[config.mk]
export PLATFORM = sky130hd
export DESIGN_NAME = gates_sequencer
export DESIGN_NICKNAME = d
export VERILOG_FILES = /design/src/rtl/gates_sequencer.sv
export SDC_FILE = /design/constraint.sdc
export NUM_CORES = 1
export LEC_CHECK = 0
export ABC_AREA = 1
export CAP_MARGIN = 20
export CORE_AREA = 5 5 104 57
export CTS_BUF_LIST = sky130_fd_sc_hd__clkbuf_4
export CTS_CLUSTER_DIAMETER = 100
export CTS_CLUSTER_SIZE = 12
export DETAILED_ROUTE_END_ITERATION = 10
export DIE_AREA = 0 0 109 62
export GPL_TIMING_DRIVEN = 0
export PLACE_DENSITY = 0.81
export REMOVE_ABC_BUFFERS = 1
export SLEW_MARGIN = 20
export SYNTH_ARGS = -nofsm -noshare
export SYNTH_HDL_FRONTEND = slang
export SYNTH_SLANG_ARGS = --single-unit
export TNS_END_PERCENT = 30
[constraint.sdc]
create_clock -name clk -period 2.9 [get_ports clk]
set_input_delay 0.58 -clock clk [delete_from_list [all_inputs] [get_ports clk]]
set_output_delay 0.58 -clock clk [all_outputs]
set_load 0.005 [all_outputs]
[src/rtl/gates_sequencer.sv]
// gates_sequencer: self-test controller that walks the two-input gate block through its truth table.
module gates_sequencer #(
    parameter int unsigned SETTLE_CYCLES = 2
) (
    input  logic        clk,
    input  logic        rst,
    input  logic        start,
    input  logic        abort,
    input  logic [5:0]  gate_z,
    output logic        gate_a,
    output logic        gate_b,
    output logic        busy,
    output logic        done,
    output logic        pass,
    output logic [3:0]  err_mask,
    output logic [23:0] capt
);
    localparam logic [23:0] EXP_Z  = 24'h9565AA;
    localparam logic [7:0]  SETTLE = 8'(SETTLE_CYCLES);
    typedef enum logic [1:0] {IDLE, RUN, DONE} state_t;
    state_t      state_q;
    logic [1:0]  idx_q;
    logic [7:0]  cnt_q;
    logic        gate_a_q, gate_b_q, busy_q, done_q, pass_q;
    logic [3:0]  err_q, err_d;
    logic [23:0] capt_q, capt_d;
    always_comb begin
        err_d = err_q;
        capt_d = capt_q;
        err_d[idx_q] = err_q[idx_q] | (gate_z != EXP_Z[6*idx_q +: 6]);
        capt_d[6*idx_q +: 6] = gate_z;
    end
    always_ff @(posedge clk or posedge rst) begin
        if (rst) begin
            state_q  <= IDLE;
            idx_q    <= 2'd0;
            cnt_q    <= 8'd0;
            gate_a_q <= 1'b0;
            gate_b_q <= 1'b0;
            busy_q   <= 1'b0;
            done_q   <= 1'b0;
            pass_q   <= 1'b0;
            err_q    <= 4'h0;
            capt_q   <= 24'h0;
        end else begin
            done_q <= 1'b0;
            case (state_q)
                IDLE: if (start && !abort) begin
                    state_q  <= RUN;
                    idx_q    <= 2'd0;
                    cnt_q    <= SETTLE;
                    gate_a_q <= 1'b0;
                    gate_b_q <= 1'b0;
                    busy_q   <= 1'b1;
                    err_q    <= 4'h0;
                    capt_q   <= 24'h0;
                end
                RUN: if (abort) begin
                    state_q  <= IDLE;
                    gate_a_q <= 1'b0;
                    gate_b_q <= 1'b0;
                    busy_q   <= 1'b0;
                end else if (cnt_q == 8'd1) begin
                    capt_q <= capt_d;
                    err_q  <= err_d;
                    if (idx_q == 2'd3) begin
                        state_q  <= DONE;
                        done_q   <= 1'b1;
                        busy_q   <= 1'b0;
                        pass_q   <= (err_d == 4'h0);
                        gate_a_q <= 1'b0;
                        gate_b_q <= 1'b0;
                    end else begin
                        idx_q                  <= idx_q + 2'd1;
                        {gate_a_q, gate_b_q}   <= idx_q + 2'd1;
                        cnt_q                  <= SETTLE;
                    end
                end else begin
                    cnt_q <= cnt_q - 8'd1;
                end
                default: state_q <= IDLE;
            endcase
        end
    end
    assign gate_a   = gate_a_q;
    assign gate_b   = gate_b_q;
    assign busy     = busy_q;
    assign done     = done_q;
    assign pass     = pass_q;
    assign err_mask = err_q;
    assign capt     = capt_q;
endmodule

==> results.toml <==
[status]
status = "finished, final reports clean"

[drt]
drt_pass1_iterations = 7
via_count = 2517
wl_per_cell_microns = 14.14
routed_wl_microns = 6563
ant_nets = 0
viasPerCell = 5.425
drc = 0
drt_iter0_markers = 176

[floorplanning]
initial_utilization_pct = 54.44
placementRows = 18
core_area_sq_mm = 0.004842
die_h_microns = 62
ios = 43
die-width_microns = 109
dieArea_sq_mm = 0.006758

[synthesis]
syn_avg_cell_area_sq_um = 7.619
async_reset_ff_share_pct = 100.0
synth_cells = 346
ys_ff_latch = 45
yosys_warnings = 0
ys_types = 37
ys_seq_area_share_pct = 42.71
synth_edf_count = 0
netlist_area_sq_mm = 0.002636
synth_flop_cell = "dfrtp_1"

[power_and_ir_drop]
design_power_total_mw = 1.840
p_leak_nw = 1.489
power_density_mw_per_mm2 = 566.3
vdd_drop_max_v = 0.0004038

[layout]
drive_gt1_share_pct = 9.137
multi_input_area_sq_mm = 0.001305
nFillCells = 394
area_delta_synth_final_pct = 23.26
final_common_cell = "nand2_1"
register_area_sq_mm = 0.001127
post-route-util_pct = 67.11
finalNonFillerCells = 464
nets = 414
diodes = 0
final_cell_mix = "99 x nand2_1, 44 x dfrtp_1, 42 x clkdlybuf4s50_1"

[sta]
maxSlewHeadroom_pct = 43.48
max_freq_mhz = 389.9
finalWorstSetupSlack_ns = 0.3355
setup_tns_ns = 0
worst_pin_slew_ns = 0.8479
slew_viol_final = 0
fin_skew_ns = 0.01160
rsz0062_at_grt = "false"
setup_viol = 0
finalCritPeriodShare_pct = 88.43
finalCriticalPeriod_ns = 2.565
finalHoldViolCount = 0

[clock_network]
cts_sinks = 45
numCtsBuffers = 5
postCtsHoldBufs = 0
cts_tree = "built"
cts_max_level = 2
clk_pin_slew_ns = 0.14
clk_latency_ns = 0.37
clockBufferDepth = 2
cts-root-buf = "clkbuf_4"

[place]
hpwl_microns = 4908
place_ws_ns = -0.09544
port_buffers = 42
routabilityCongestion = 0.9014
place_inst = 453

[setup_path]
ff2ff_setup_slack_ns = 0.34
path_class = "reg -> reg"
cp-end-kind = "flop"
startpoint = "idx_q[0]"
r2r-start = "idx_q[0]"
cp-endpoint = "capt[12]"
r2r_end = "capt[12]"
worstPathRequired_ns = 3.20
critPathMaxFanout = 16
r2r_cells = 9
crit_arrival_ns = 2.87
cp-start-kind = "flop"

[grt]
overflow = 0
grt_usage_pct = 20.88
grt_pass1_vias = 2350
antenna_found_initial = 0
grt_max_degree = 24
grt_pass1_wl_microns = 10860

[flow_run]
drv_cap = 0

[worst_hold_path]
hold_class = "reg -> reg"
-- timing repair --
| item | in CTS | in global routing |
|---|---|---|
| gates resized for setup | 1 | 2 |
| hold endpoints to repair | 0 | 0 |
| endpoints found under the setup margin | 4 | 17 |
| setup buffers | 0 | 3 |
-- sequential cells by signal, indices dropped and copies added (netlist names) --
register  count
capt         24
cnt_q         8
err_mask      4
idx_q         2
state_q       2
busy          1
done          1
gate_a        1
gate_b        1
pass          1
-- per-stage QoR --
step	hold WS, ns	area [sq um]
floorplan	0.4725	2605
global placement	0.4672	3113
CTS	0.4974	3222
finish	0.4937	3249
detailed placement	0.4652	3141
global route	0.5249	3249
-- layer usage --
| metal | track usage (%) | share of wire, % | up-vias |
|---|---|---|---|
| met4 | 7.374 | 1.5 | 0 |
| met1 | 25.88 | 43 | 1177 |
| met2 | 35.78 | 48 | 95 |
| met3 | 6.089 | 7.6 | 13 |
| li1 | - | - | 1232 |
| met5 | 0 | 0 | - |
-- critical path, cell delays in order (launching register included) --
cell and delay (ns):
dfrtp_2 0.58, clkinvlp_4 0.23, buf_4 0.20, ha_1 0.43, inv_2 0.15, nor2_1 0.19, inv_1 0.16, nor3_2 0.31
nand2_1 0.10, o21ai_1 0.15
-- power breakdown --
group | internal (mW) | switching, mW
clock | 0.189 | 0.211
combinational | 0.238 | 0.465
sequential | 0.681 | 0.0551
total | 1.11 | 0.732
-- cell families (layout without fill, tap and decap cells) --
| kind of cell | after synthesis | count (layout) | share of synthesized area (%) |
|---|---|---|---|
| and+or+nand+nor | 166 | 166 | 28.71 |
| adders and majority gates | 11 | 11 | 5.221 |
| DFF | 45 | 45 | 42.71 |
| buffers and inverters | 53 | 101 | 7.878 |
| AOI/OAI and AO/OA | 70 | 70 | 15.09 |
| muxes | 1 | 1 | 0.3797 |
-- cell usage after synthesis (4+ instances only) --
library cell / n / area [sq um]
inv_1: 43 / 161.4
nand3_1: 21 / 105.1
inv_2: 4 / 15.01
a21oi_1: 9 / 45.04
buf_2: 4 / 20.02
ha_1: 11 / 137.6
o21ai_1: 11 / 55.05
nand2_2: 4 / 25.02
o21ai_0: 32 / 160.2
nand2_1: 99 / 371.6
nand4_1: 5 / 31.28
dfrtp_1: 45 / 1126
nor2_1: 23 / 86.33
-- worst min path at each step --
stage	startpoint	endpoint	depth (start not counted)
2_1_floorplan	capt[4]	capt[4]	2
3_3_place_gp	capt[3]	capt[3]	2
3_5_place_dp	capt[8]	capt[8]	2
4_1_cts	capt[8]	capt[8]	2
5_1_grt	capt[8]	capt[8]	2
6_report	capt[8]	capt[8]	2
-- area by class of cell --
type	instances	share of cell area, %
well taps	70	2.695
flip-flops and latches	45	34.69
clock inverters	2	1.040
inverters	47	5.545
clock buffers	6	1.386
repair buffers	46	14.48
multi-input cells	248	40.16
(Power assumes the default switching activity.)
